`config.mk`:
```
export PLATFORM = sky130hd
export DESIGN_NAME = seg_scan_ctrl
export DESIGN_NICKNAME = d
export VERILOG_FILES = /design/src/rtl/seg_pkg.sv /design/src/rtl/decoder.sv /design/src/rtl/seg_scan_ctrl.sv
export SDC_FILE = /design/constraint.sdc
export NUM_CORES = 1
export LEC_CHECK = 0
export CAP_MARGIN = 20
export CORE_UTILIZATION = 55
export CTS_CLUSTER_SIZE = 30
export DETAILED_ROUTE_END_ITERATION = 7
export PLACE_DENSITY = 0.78
export SYNTH_ARGS = -nofsm -noshare
export SYNTH_HDL_FRONTEND = slang
export SYNTH_SLANG_ARGS = --single-unit
```
`constraint.sdc`:
```
create_clock -name clk -period 3.6 [get_ports clk]
set_clock_uncertainty 0.1 [all_clocks]
set_input_delay 0.72 -clock clk [delete_from_list [all_inputs] [get_ports clk]]
set_output_delay 0.72 -clock clk [all_outputs]
set_load 0.03 [all_outputs]
```
`src/rtl/seg_pkg.sv`:
```
// Shared constants, state type and helpers for the multiplexed 7-segment scan controller.
// Segment vectors are active-low, ordered {a,b,c,d,e,f,g}.
package seg_pkg;

  localparam logic [3:0] BLANK_CODE = 4'hF;
  localparam logic [6:0] SEG_OFF    = 7'b1111111;

  typedef enum logic {S_SHOW, S_GAP} state_t;

  // Index 0 is the rightmost entry.
  localparam logic [9:0][6:0] SEG_DIGITS = {
    7'b0000100,  // 9
    7'b0000000,  // 8
    7'b0001111,  // 7
    7'b0100000,  // 6
    7'b0100100,  // 5
    7'b1001100,  // 4
    7'b0000110,  // 3
    7'b0010010,  // 2
    7'b1001111,  // 1
    7'b0000001   // 0
  };

  // A digit is a leading zero when it is not digit 0 and it and every more
  // significant nibble are zero. Unused upper nibbles must be passed as zero.
  function automatic logic lz_blank(input logic [31:0] digits, input logic [2:0] idx);
    return (idx != 3'd0) && ((digits >> (4 * idx)) == 32'd0);
  endfunction

endpackage

```
`src/rtl/decoder.sv`:
```
// BCD to active-low 7-segment decoder; codes 10..15 decode to all segments off.
module decoder
  import seg_pkg::*;
(
  input  logic [3:0] code,
  output logic [6:0] seg
);

  always_comb begin
    seg = SEG_OFF;
    if (code <= 4'd9) seg = SEG_DIGITS[code];
  end

endmodule

```
`src/rtl/seg_scan_ctrl.sv`:
```
// Time-multiplexed scan controller for common-anode 7-segment digits, with a blanking
// gap between digits and a valid/ready value load that commits only at frame boundaries.
module seg_scan_ctrl
  import seg_pkg::*;
#(
  parameter int NUM_DIGITS = 4,
  parameter int SHOW_CYC   = 50000,
  parameter int GAP_CYC    = 500
) (
  input  logic                    clk,
  input  logic                    rst,
  input  logic                    load_valid,
  input  logic [4*NUM_DIGITS-1:0] load_data,
  output logic                    load_ready,
  input  logic                    lz_en,
  output logic [NUM_DIGITS-1:0]   an,
  output logic [6:0]              seg,
  output logic                    frame_tick
);

  localparam int MAX_CYC = (SHOW_CYC > GAP_CYC) ? SHOW_CYC : GAP_CYC;
  localparam int CNT_W   = $clog2((MAX_CYC < 2) ? 2 : MAX_CYC);
  localparam int IDX_W   = $clog2(NUM_DIGITS);

  localparam logic [CNT_W-1:0] SHOW_LAST = CNT_W'(SHOW_CYC - 1);
  localparam logic [CNT_W-1:0] GAP_LAST  = CNT_W'((GAP_CYC > 0) ? GAP_CYC - 1 : 0);
  localparam logic [IDX_W-1:0] IDX_LAST  = IDX_W'(NUM_DIGITS - 1);

  state_t                  state_reg, state_next;
  logic [CNT_W-1:0]        cnt_reg, cnt_next;
  logic [IDX_W-1:0]        idx_reg, idx_next;
  logic                    advance;
  logic                    wrap;

  logic [4*NUM_DIGITS-1:0] shadow_reg;
  logic [4*NUM_DIGITS-1:0] pend_buf_reg;
  logic                    pending_reg;

  logic [3:0]              code;
  logic [6:0]              dec_seg;
  logic [NUM_DIGITS-1:0]   one_hot;
  logic [NUM_DIGITS-1:0]   an_next;
  logic [6:0]              seg_next;

  // State register
  always_ff @(posedge clk) begin
    if (rst) begin
      state_reg <= S_SHOW;
      cnt_reg   <= '0;
      idx_reg   <= '0;
    end else begin
      state_reg <= state_next;
      cnt_reg   <= cnt_next;
      idx_reg   <= idx_next;
    end
  end

  // Next-state logic; with no gap the show phase advances the digit itself.
  always_comb begin
    state_next = state_reg;
    cnt_next   = cnt_reg + 1'b1;
    idx_next   = idx_reg;
    advance    = 1'b0;
    case (state_reg)
      S_SHOW: begin
        if (cnt_reg == SHOW_LAST) begin
          cnt_next = '0;
          if (GAP_CYC > 0) state_next = S_GAP;
          else             advance    = 1'b1;
        end
      end
      S_GAP: begin
        if (cnt_reg == GAP_LAST) begin
          cnt_next   = '0;
          state_next = S_SHOW;
          advance    = 1'b1;
        end
      end
      default: begin
        state_next = S_SHOW;
        cnt_next   = '0;
      end
    endcase
    wrap = advance && (idx_reg == IDX_LAST);
    if (advance) idx_next = wrap ? '0 : idx_reg + 1'b1;
  end

  // Pending value is held until the next wrap so a frame never mixes values.
  always_ff @(posedge clk) begin
    if (rst) begin
      shadow_reg   <= '0;
      pend_buf_reg <= '0;
      pending_reg  <= 1'b0;
    end else if (wrap && pending_reg) begin
      shadow_reg  <= pend_buf_reg;
      pending_reg <= 1'b0;
    end else if (load_valid && load_ready) begin
      pend_buf_reg <= load_data;
      pending_reg  <= 1'b1;
    end
  end

  assign load_ready = ~pending_reg;

  always_comb begin
    code = shadow_reg[4*idx_reg +: 4];
    if (lz_en && lz_blank(32'(shadow_reg), 3'(idx_reg))) code = BLANK_CODE;
  end

  decoder u_decoder (
    .code (code),
    .seg  (dec_seg)
  );

  // Output logic
  always_comb begin
    one_hot  = NUM_DIGITS'(1) << idx_reg;
    an_next  = '1;
    seg_next = SEG_OFF;
    if (state_reg == S_SHOW) begin
      an_next  = ~one_hot;
      seg_next = dec_seg;
    end
  end

  always_ff @(posedge clk) begin
    if (rst) begin
      an         <= '1;
      seg        <= SEG_OFF;
      frame_tick <= 1'b0;
    end else begin
      an         <= an_next;
      seg        <= seg_next;
      frame_tick <= wrap;
    end
  end

endmodule

```
After elaboration in Yosys (flattened, before gate mapping)
Memories as Yosys holds them, arrays and structs flattened. A register that Yosys moved wholly into a read port is not among the register bits.
Index checks and enable logic that the tools add are counted.
Widths: inputs -> output; s select.
- memories kept: 1
- memory bits (read-only): 112
- output and inout bits: 13
- word-level logic and storage cells: 44
- flip-flop bits (word level): 57
- reductions and logical operators: 11
- bitwise gates (word level): 5
- eq/ne operators: 3
- muxes and demuxes: 10
- shift-type cells: 3
- magnitude comparators: 1
- $add $sub $neg: 2
- memory list (memory ; words ; width ; rd ports ; clocked after memory_dff ; write ports ; RTL line ; text):
    (name not given) ; 16 ; 7 ; 1 ; 1 ; 0 ; decoder.sv:11 ; if (code <= 4'd9) seg = SEG_DIGITS[code];
- operators with widths (cell ; number):
    $logic_not 32->1 ; 1
    $mux 16 ; 2
    $pmux 16 s2 ; 1
    $shr 16x4->32 ; 1
    $add 16x1->16 const B ; 1
    $eq 16x16->1 const B ; 1
    $eq 16x9->1 const B ; 1
    $shiftx 16x5->4 ; 1
    $logic_and 1x1->1 ; 5
    $le 4x4->1 const B ; 1
    $mux 4 ; 1
    $not 1->1 ; 4
    $not 4->4 ; 1
    $pmux 1 s2 ; 2
    $reduce_or 2->1 ; 2
    $shl 1x2->4 const A ; 1
    $mux 1 ; 3
    $reduce_or 3->1 ; 1
    $add 2x1->2 const B ; 1
    $eq 2x2->1 const B ; 1
    $mux 2 ; 1
    $reduce_and 2->1 ; 1
    $reduce_bool 2->1 ; 1

Longest topological paths before layout
- word-level depth: 8
- gate-level depth with buffers: 14
- mapped depth without buffers: 11

Hierarchy
From an unflattened synthesis, not the netlist that was laid out.
- cell total of the unflattened synthesis: 333
- area, all modules: 2891.5 µm²
- modules (own cells, without submodules) (module ; cells an instance ; times used ; area each (µm²)):
    seg_scan_ctrl ; 303 ; 1 ; 2683.8
    decoder ; 30 ; 1 ; 207.7

Least setup slack after synthesis
No wires, ideal clock.
- kind: register to register
- from: reg idx_reg[0]
- to: reg seg[4]
- cell stages (with the launch flop): 13
- path slack: 0.840 ns
- arrival: 2.554 ns
- period minus slack after synthesis: 2.760 ns
- required time: 3.394 ns
- setup time: 0.106 ns
- path through: dfxtp_1 -> buf_6 -> mux4_2 -> buf_6 -> a2111o_1 -> buf_6 -> and2b_1 -> ha_1 -> nor2_1 -> o21ai_0 -> and2_1 -> buf_2 -> o311ai_0
- word-level cells in the longest chain between the ends: 8
- elaborated cells on any way between the ends: 10
- classes of those cells: order compare (1); shift (2); mux (1); bitwise (1); reduce/logical (5)
- ends and longest elaborated chain (item ; RTL line ; text):
    from (decl) ; seg_scan_ctrl.sv:31 ; logic [IDX_W-1:0] idx_reg, idx_next;
    from (signal assigned) ; seg_scan_ctrl.sv:54 ; idx_reg <= idx_next;
    $shr 16x4->32 ; seg_pkg.sv:27 ; return (idx != 3'd0) && ((digits >> (4 * idx)) == 32'd0);
    $logic_not 32->1 ; seg_pkg.sv:27 ;
    $logic_and 1x1->1 ; seg_pkg.sv:27 ;
    $logic_and 1x1->1 ; seg_scan_ctrl.sv:107 ; if (lz_en && lz_blank(32'(shadow_reg), 3'(idx_reg))) code = BLANK_CODE;
    $mux 4 (*) ; seg_scan_ctrl.sv:107 ;
    $le 4x4->1 ; decoder.sv:11 ;
    $not 1->1 (no line) ; - ;
    $reduce_or 3->1 (no line) ; - ;
    to (decl) ; seg_scan_ctrl.sv:17 ; output logic [6:0] seg,
Mark *: on every way between the ends. The rest lies on a longest branch, timed or not.
A chain may end at the register's enable or synchronous reset.

Worst setup path in the final report
Ends and elaborated chain as after synthesis.

==> impl_results.md <==
* Status: finished, final reports clean
* Peak supply drop at ~0.27 mV
* Hold Vio Cnt, Final at 0
* Routed length per placed instance at 13.5 um
* Synthesis-stage register bit count at 64
* Final setup fails at 0
* Die Wd at ~75 um
* DRT Pass-1 Iters at 4
* Layout area overhead at 17.0%
* Worst-margin pin slew at 765 ps
* Routability-driven placement congestion ratio at 0.793
* R2R Setup Slk at 460 ps
* Area leader, netlist: dfxtp_1
* Top cell type's share of synthesized area at 44.0%
* Cts bufs inserted at 9
* Leakage at 1.19 nW
* Row count at 26
* EDFF count, synth at 0
* Syn_nets at 360
* RR Startpoint: idx_reg[0]$_SDFFE_PP0P_
* GRT Total Usage at 23.4%
* Min-delay src: pend_buf_reg[6]$_SDFFE_PP0P_
* Routed vias at around 2400
* Antenna viol nets, final at 0
* Post-synth ARST share at 0%
* DIE HEIGHT at 74.8 um
* Reg2reg path depth at 9
* Slew Viols, Final at 0
* Max frequency at ~320 MHz
* Setup WS post-layout at 465 ps
* HP Class: reg2reg
* DP HPWL at around 3800 um
* Vias per cell at 5.68
* Sequential area share after synthesis at a little over two fifths
* Worst path bufs/invs at 0
* Root Driver: clkbuf_8
* Hold path depth at 2
* IO Port Bufs at 32
* Cell count after synthesis at 330
* Mapped cell area at 0.00291 mm^2
* Core area at 0.00511 mm^2
* Worst skew pair latency at 340 ps
* Met2 Use GR at 33.8%
* Worst slack, placed at 467 ps
* Post-CTS Setup Bufs at 0
* Main synth FF type: dfxtp_1
* Clock Sinks at 64
* Unrepaired setup endpoints after global routing: no
* Final net count at 377
* CP Class: reg2reg
* Crit end category: flip-flop
* Crit Path Max Fanout at 12
* CP cell instances: mux4_2 -> or2_0 -> a2111o_1 -> or2b_2 -> ha_1 -> nor2_1 -> o21ai_0 -> and2_1 -> o311ai_0
* Slowest CP cell: dfxtp_1
* Global-route wire length before repair at 9900 um
* DR DRC count at 0
* First DRT Iteration DRCs at 138
* Cell family contributing the most delay on the critical path: simple AND/OR/NAND/NOR gates
* FILL cells at 426
* Post-Route WL at 5670 um
* Synth top cells by count: dfxtp_1 (64), nand2_1 (43), a21oi_1 (36)
* Critical Path Source Type: flip-flop
* Final min period at 3140 ps
* P per Cell Area at about 430 mW/mm^2
* Initial antenna violation count at 0
* Die ar. at 0.00559 mm^2
* Clock slew at reported path FFs at 70 ps
* Hold buffers post-CTS at 0
* Max Cap Viol at 0
* Ports at 33
* CTS H-Tree Depth at 3
* Clock buffer depth at 2
* Starting Density at 57.1%
* CTS tree: yes
* Worst EP arrival at ~3200 ps
* Post-CTS resize count at 0
* Setup Total Neg Slack at 0 ps
* Largest stage delay, worst path at roughly 610 ps
* Hold EP: pend_buf_reg[6]$_SDFFE_PP0P_
* Largest net degree at the start of global routing at 35
* Vias in the first global route at between 2000 and 2500
* Fin crit share at between 80% and 90%
* Slew margin rel. at 48.9%
* Grt met3 use at 4.15%
* Syn avg cell area at 8.83 um^2
* Reg-to-Reg End: seg[4]$_SDFF_PP1_
* GRT Max-Usage Layer: met2
* CP required at 3700 ps
* Total grt overflow at 0
* Largest cells by area after synthesis: dfxtp_1 (44%), a21oi_1 (6.2%), nand2_1 (5.5%)
* YS warnings at 0
* Layout cell share with drive strength beyond 1 at 6.55%
* Antenna Cells at 0
* Top-count cell post-synth: dfxtp_1
* Met1 GRT Util at 32.7%
* Yosys cell types at 40
[worst min-delay path: cells and delay by family, from the launching register on]
kind	cells	cell delay, ps
AOI/OAI and AO/OA	1	50
DFF	1	310
and+or+nand+nor	1	50
[placed cells by master, fill, tap and decap left out, drive strengths merged, types with 5 or more instances in the layout]
cell	synthesis	layout
nand2	43	43
xor2	8	8
inv	8	8
o31ai	18	18
a21oi	36	36
nand4	22	22
nor3	14	14
o21ai	7	7
o211ai	5	5
dfxtp	64	64
ha	10	10
clkbuf	17	12
nor2	7	7
nand3	11	11
clkdlybuf4s50	0	32
and2	5	5
[worst max path at each step]
| stage | to | start | depth (start not counted) | slack (ps) |
|---|---|---|---|---|
| 6_report | seg[4]$_SDFF_PP1_ | idx_reg[0]$_SDFFE_PP0P_ | 9 | 460 |
| 5_1_grt | seg[4]$_SDFF_PP1_ | idx_reg[0]$_SDFFE_PP0P_ | 9 | 200 |
| 4_1_cts | seg[4]$_SDFF_PP1_ | idx_reg[0]$_SDFFE_PP0P_ | 9 | 460 |
| 3_5_place_dp | seg[4]$_SDFF_PP1_ | idx_reg[0]$_SDFFE_PP0P_ | 9 | 470 |
| 3_3_place_gp | seg[4]$_SDFF_PP1_ | idx_reg[0]$_SDFFE_PP0P_ | 9 | 560 |
| 2_1_floorplan | seg[4]$_SDFF_PP1_ | idx_reg[0]$_SDFFE_PP0P_ | 12 | 840 |
[per-stage QoR]
stage / std cells / total power, mW / area, um^2 / hold slack [ps] / utilization [%]
floorplan: 330 / 0.802 / 2910 / 337 / -
global placement: 405 / 0.840 / 3200 / 344 / 62.6
detailed placement: 405 / 0.842 / 3200 / 349 / 62.6
CTS: 420 / 1.46 / 3400 / 361 / 66.6
global route: 421 / 1.52 / 3410 / 387 / 66.7
finish: 421 / 1.46 / 3410 / 358 / 66.7
[final cells by class]
cell class / instances / area (um^2) / area share [%]
clock buffer: 12 / 165 / 4.85
timing repair buffer: 35 / 343 / 10.1
inverter: 8 / 30.0 / 0.881
clock inverter: 3 / 40.0 / 1.17
multi-input combinational: 229 / 1460 / 42.9
tap: 70 / 87.6 / 2.57
sequential: 64 / 1280 / 37.6
[power breakdown]
group	internal [mW]	leakage, nW	switching [mW]	total (mW)
registers	0.726	0.522	0.0101	0.736
logic	0.0421	0.557	0.0486	0.0907
clock network	0.370	0.108	0.260	0.630
total	1.14	1.19	0.319	1.46
[cells by family after synthesis]
kind of cell / synth area share [%]
simple gates: 23.3
fa+ha+maj: 4.29
mux: 3.91
compound gates: 15.4
xor+xnor: 3.31
flops: 44.0
buf+inv: 5.88
[per-layer routing]
layer	part of all wire [%]	wire length (um)
met5	0	0
met2	43	2450
met3	3.2	184
met4	2.6	150
met1	51	2890
(Power assumes the default switching activity.)
